<file path="config.mk">
export PLATFORM = sky130hd
export DESIGN_NAME = ika2151_channel_acc
export DESIGN_NICKNAME = d
export VERILOG_FILES = /design/src/rtl/ika2151_channel_acc.sv
export SDC_FILE = /design/constraint.sdc
export NUM_CORES = 1
export LEC_CHECK = 0
export ABC_AREA = 1
export ABC_CLOCK_PERIOD_IN_PS = 3450
export CAP_MARGIN = 40
export CELL_PAD_IN_SITES_DETAIL_PLACEMENT = 0
export CELL_PAD_IN_SITES_GLOBAL_PLACEMENT = 2
export CORE_MARGIN = 2
export CORE_UTILIZATION = 33
export DETAILED_ROUTE_END_ITERATION = 10
export PLACE_DENSITY_LB_ADDON = 0.1
export SLEW_MARGIN = 15
export SYNTH_ARGS = -nofsm -noshare
export SYNTH_HDL_FRONTEND = slang
export SYNTH_SLANG_ARGS = --single-unit
export TNS_END_PERCENT = 5
</file>
<file path="constraint.sdc">
create_clock -name i_EMUCLK -period 3.45 [get_ports i_EMUCLK]
set_input_delay 0.69 -clock i_EMUCLK [delete_from_list [all_inputs] [get_ports i_EMUCLK]]
set_output_delay 0.69 -clock i_EMUCLK [all_outputs]
set_load 0.01 [all_outputs]
</file>
<file path="src/rtl/ika2151_channel_acc.sv">
// Channel accumulator: sums each channel's carrier outputs over a 32-slot frame,
// substitutes noise on slot 31, saturates to OUT_W bits and emits one L/R word per channel.
module ika2151_channel_acc #(
    parameter int ACC_W = 18,
    parameter int OUT_W = 16
) (
    input  logic                    i_EMUCLK,
    input  logic                    i_MRST,
    input  logic                    i_phi1_NCEN_n,
    input  logic                    i_CYCLE_31,
    input  logic signed [13:0]      i_OP_DATA,
    input  logic [2:0]              i_CONNECT,
    input  logic                    i_NE,
    input  logic signed [13:0]      i_ACC_NOISE,
    input  logic [1:0]              i_RL,
    output logic signed [OUT_W-1:0] o_CH_L,
    output logic signed [OUT_W-1:0] o_CH_R,
    output logic [2:0]              o_CH_NUM,
    output logic                    o_CH_VALID,
    output logic                    o_CLIP,
    output logic                    o_SYNCED
);

    localparam logic signed [ACC_W-1:0] SAT_MAX = ACC_W'((1 << (OUT_W - 1)) - 1);
    localparam logic signed [ACC_W-1:0] SAT_MIN = ~SAT_MAX;

    logic [4:0]              cnt;
    logic [4:0]              slot;
    logic [2:0]              ch;
    logic [1:0]              grp;
    logic                    carrier;
    logic                    synced_next;
    logic                    saturated;
    logic signed [13:0]      d_raw;
    logic signed [ACC_W-1:0] operand;
    logic signed [ACC_W-1:0] sum;
    logic signed [OUT_W-1:0] sat_sum;
    logic signed [ACC_W-1:0] acc [8];

    // The cycle-31 pulse forces the slot so a resync lands on ch7 C2 immediately.
    assign slot        = i_CYCLE_31 ? 5'd31 : cnt;
    assign ch          = slot[2:0];
    assign grp         = slot[4:3];
    assign synced_next = o_SYNCED | i_CYCLE_31;

    always_comb begin
        carrier = 1'b0;
        case (grp)
            2'd0:    carrier = (i_CONNECT == 3'd7);
            2'd1:    carrier = (i_CONNECT >= 3'd5);
            2'd2:    carrier = (i_CONNECT >= 3'd4);
            default: carrier = 1'b1;
        endcase
    end

    assign d_raw   = (slot == 5'd31 && i_NE) ? i_ACC_NOISE : i_OP_DATA;
    assign operand = carrier ? {{(ACC_W - 14){d_raw[13]}}, d_raw} : '0;
    assign sum     = acc[ch] + operand;

    always_comb begin
        saturated = 1'b1;
        if (sum > SAT_MAX) begin
            sat_sum = SAT_MAX[OUT_W-1:0];
        end else if (sum < SAT_MIN) begin
            sat_sum = SAT_MIN[OUT_W-1:0];
        end else begin
            sat_sum   = sum[OUT_W-1:0];
            saturated = 1'b0;
        end
    end

    // C2 slots read the channel sum out; earlier groups restart or extend it.
    always_ff @(posedge i_EMUCLK) begin
        if (i_MRST) begin
            cnt        <= '0;
            o_CH_L     <= '0;
            o_CH_R     <= '0;
            o_CH_NUM   <= '0;
            o_CH_VALID <= 1'b0;
            o_CLIP     <= 1'b0;
            o_SYNCED   <= 1'b0;
            for (int i = 0; i < 8; i++) begin
                acc[i] <= '0;
            end
        end else if (!i_phi1_NCEN_n) begin
            cnt      <= i_CYCLE_31 ? 5'd0 : cnt + 5'd1;
            o_SYNCED <= synced_next;
            if (grp == 2'd3) begin
                o_CH_L     <= i_RL[0] ? sat_sum : '0;
                o_CH_R     <= i_RL[1] ? sat_sum : '0;
                o_CH_NUM   <= ch;
                o_CH_VALID <= synced_next;
                o_CLIP     <= saturated & synced_next;
            end else begin
                o_CH_VALID <= 1'b0;
                o_CLIP     <= 1'b0;
                acc[ch]    <= (grp == 2'd0) ? operand : sum;
            end
        end
    end

endmodule
</file>
==> impl_metrics.csv, run 1 <==
group,metric,value,unit
floorplanning,coreArea,27600,sq um
cells_and_area,syn2layout_area_growth,48.8,%
clock_tree,clkTransAtPathRegs,0.08,ns
logic_synthesis,yosysTopAreaCell,"edfxtp_1",
worst_setup_path,r2r_setup_slack,0.08,ns
sta,finalCritPeriodShare,98.2,%
floorplanning,start_util,33.3,%
power,vdd_drop_max,0.000378,V
sta,setup_tns,0,ns
cells_and_area,instances_no_fill,1689,
logic_synthesis,yosysWarningCount,0,
placed_design,portBuffers,75,
cells_and_area,utilization,49.6,%
logic_synthesis,syn_area,9210,sq um
placed_design,routabilityCongestion,0.821,
flow_run,max_cap_viol_count,0,
power,p_clk_share,31.1,%
sta,finalSetupViolCount,0,
clock_tree,root_buffer,"clkbuf_16",
sta,fin_crit,3.39,ns
placed_design,dpl.hpwl,22100,um
clock_tree,tritoncts,"built",
worst_setup_path,end_kind,"register",
sta,hold_viol,0,
worst_hold_path,hp-class,"register to register",
worst_setup_path,timing.rr.start,"cnt[1]",
route,drc,0,
logic_synthesis,synth.distinct_cells,46,
power,power.share.sequential,37.4,%
sta,worstMarginPinSlew,0.614,ns
clock_tree,htreeDepth,4,
logic_synthesis,ys_seq_area_share,56.3,%
cells_and_area,nets,1355,
clock_tree,numCtsBuffers,17,
worst_setup_path,r2r_cells,24,
worst_setup_path,critPathRequiredTime,3.77,ns
cells_and_area,final_common_cell,"nand2_1",
global_routing,grt_pass1_vias,8044,
clock_tree,cts.sinks,187,
worst_setup_path,endpoint,"o_CH_R[1]",
floorplanning,dieArea,29200,sq um
sta,maxSlewViolCount,0,
route,routed_wl,32100,um
route,ant_nets,0,
logic_synthesis,synth.top_cell.area_share,47.0,%
route,vias_per_cell,4.88,
clock_tree,clk_latency,0.46,ns
cells_and_area,diodes,0,
placed_design,placed_cells,1642,
worst_setup_path,crit_path_start_kind,"input pin",
global_routing,grt_pass1_wl,47400,um
worst_setup_path,timing.rr.end,"o_CH_R[1]",
power,pwr-share-comb,31.5,%
global_routing,grt_use_total,21.9,%
outcome,status,"completed",
floorplanning,io_pins,76,
logic_synthesis,syn-instance-count,1048,
worst_setup_path,crit_fanout,8,
worst_setup_path,critPathLaunch,"i_CYCLE_31",
clock_tree,cts_buffer_depth,2,
sta,fmax,0.295,GHz
power,p_sw_share,34.4,%
worst_hold_path,min-delay-start,"o_CH_R[13]",
logic_synthesis,syn_nets,1105,
global_routing,grt_max_degree,35,
power,p_int,0.00451,W
sta,slew_headroom,59.0,%
cells_and_area,final_cell_mix,"216 x nand2_1, 166 x nor2_1, 162 x buf_4, 144 x edfxtp_1, 72 x clkdlybuf4s50_1",
power,p_sw,0.00237,W
floorplanning,die_h,171,um
cells_and_area,n_fill_cell,2673,
sta,rsz0062_at_grt,"true",
route,first_iter_violations,435,
global_routing,grt_overflow,0,
power,static-leakage-power,5.50,nW
sta,skew,0.0243,ns
global_routing,antenna_found_initial,0,
power,power.total,0.00687,W
route,wl_per_cell,19.0,um
clock_tree,cts-hold-fix-buffers,0,
route,vias,8247,
worst_setup_path,crit_arrival,3.70,ns
logic_synthesis,ys_ff_latch,187,
power,power_density,502,nW/um^2
route,drtPass1Iterations,4,
logic_synthesis,avgSynthCellArea,8.78,sq um
worst_setup_path,worstSetupPathType,"input pin to register",
floorplanning,die_x,171,um
floorplanning,num_rows,61,
logic_synthesis,netlist_top_cells_area,"edfxtp_1 47%, nand2_1 11%, dfxtp_1 9.4%",
cells_and_area,layout-drive-gt1-share,34.8,%
[worst min-delay path by stage]
stage,cells past startpoint,endpoint
2_1_floorplan,2,o_CH_L[15]
4_1_cts,2,o_CH_R[15]
3_5_place_dp,2,o_CH_R[15]
3_3_place_gp,2,o_CH_L[5]
6_report,2,o_CH_R[13]
5_1_grt,2,o_CH_L[13]
[layout make-up]
cell class | count | area [sq um] | area share [%]
repair buffers | 268 | 2500 | 18.3
well taps | 378 | 473 | 3.45
clock buffers | 17 | 425 | 3.11
inverters | 78 | 314 | 2.29
clock inverters | 15 | 215 | 1.57
multi-input cells | 746 | 4580 | 33.4
flip-flops and latches | 187 | 5190 | 37.9
[worst max-delay path, stage by stage]
cell	delay [ns]
buf_6	0.11
inv_8	0.07
nand2_4	0.06
nor2_1	0.08
inv_1	0.07
nor2_2	0.14
inv_2	0.06
buf_6	0.12
buf_12	0.14
buf_12	0.14
o221ai_1	0.21
nor3_2	0.11
ha_4	0.31
nand2_2	0.10
inv_1	0.13
nand2_1	0.10
nor3_2	0.15
nand2_2	0.09
nand3_1	0.10
nand2_2	0.07
nand2_4	0.09
nand3_4	0.19
buf_6	0.20
nand3_1	0.08
a21oi_1	0.06
[power groups by stage]
stage | clock network, W | logic (W) | registers (W)
after floorplan | 0 | 0.000800 | 0.00262
after global placement | 0 | 0.00170 | 0.00261
after detailed placement | 0 | 0.00169 | 0.00262
after CTS | 0.00217 | 0.00181 | 0.00257
after global routing | 0.00226 | 0.00234 | 0.00258
final | 0.00214 | 0.00217 | 0.00257
[sequential cells by signal, indices dropped and copies added, names as in the netlist]
signal      count
o_SYNCED        1
o_CH_VALID      1
acc           144
cnt             5
o_CH_R         16
o_CLIP          1
o_CH_L         16
o_CH_NUM        3
[cells in the mapped netlist, drive strengths merged]
library cell,instances
nand2,291
nor2,190
edfxtp,144
inv,76
a21oi,65
nand3,56
dfxtp,43
o21ai,29
o22ai,26
clkbuf,25
ha,18
buf,13
nor3,10
nor4,10
o221ai,8
xor2,8
a31oi,7
mux2i,6
or2,5
xnor2,4
o21bai,3
clkinv,2
a2111oi,1
a211oi,1
a21o,1
a311oi,1
a31o,1
and3,1
fa,1
nand4,1
nor3b,1
[layer usage]
layer / routed length, um / part of all wire, % / up-vias / track usage (%)
met1: 15100 / 47 / 4031 / 30.3
met4: 459 / 1.4 / 0 / 5.67
li1: - / - / 4035 / -
met3: 1110 / 3.5 / 26 / 2.96
met5: 0 / 0 / - / 0
met2: 15500 / 48 / 155 / 36.3
[stage by stage]
stage / area (sq um) / hold WS (ns) / setup WS [ns]
floorplan: 9250 / 0.489 / 0.00388
global placement: 11800 / 0.455 / -1.47
detailed placement: 11800 / 0.456 / -1.45
CTS: 12700 / 0.470 / -0.0105
global route: 13700 / 0.488 / -0.108
finish: 13700 / 0.466 / 0.0637
[timing repair]
item,CTS,global route
pin swaps,17,57
buffers inserted,5,7
endpoints found under the setup margin,153,137
resized for setup,76,201
gates cloned,1,3
[cells by family after synthesis]
family                   Yosys count  share of synthesized area [%]
multiplexers                       6                          0.652
AND/OR/NAND/NOR                  565                           25.2
adder cells (fa/ha/maj)           19                           2.66
AO/OA/AOI/OAI                    143                           8.93
flip-flops                       187                           56.3
XOR/XNOR                          12                           1.14
buffers and inverters            116                           5.06
(Power assumes the default switching activity.)
==> inputs of run 2 (changes only) <==
CTS_CLUSTER_SIZE = 24   (was not set)
SLEW_MARGIN = not set   (was 15)
==> results of run 2 <==
Final layout, timing and power as in run 1 (identical DEF).
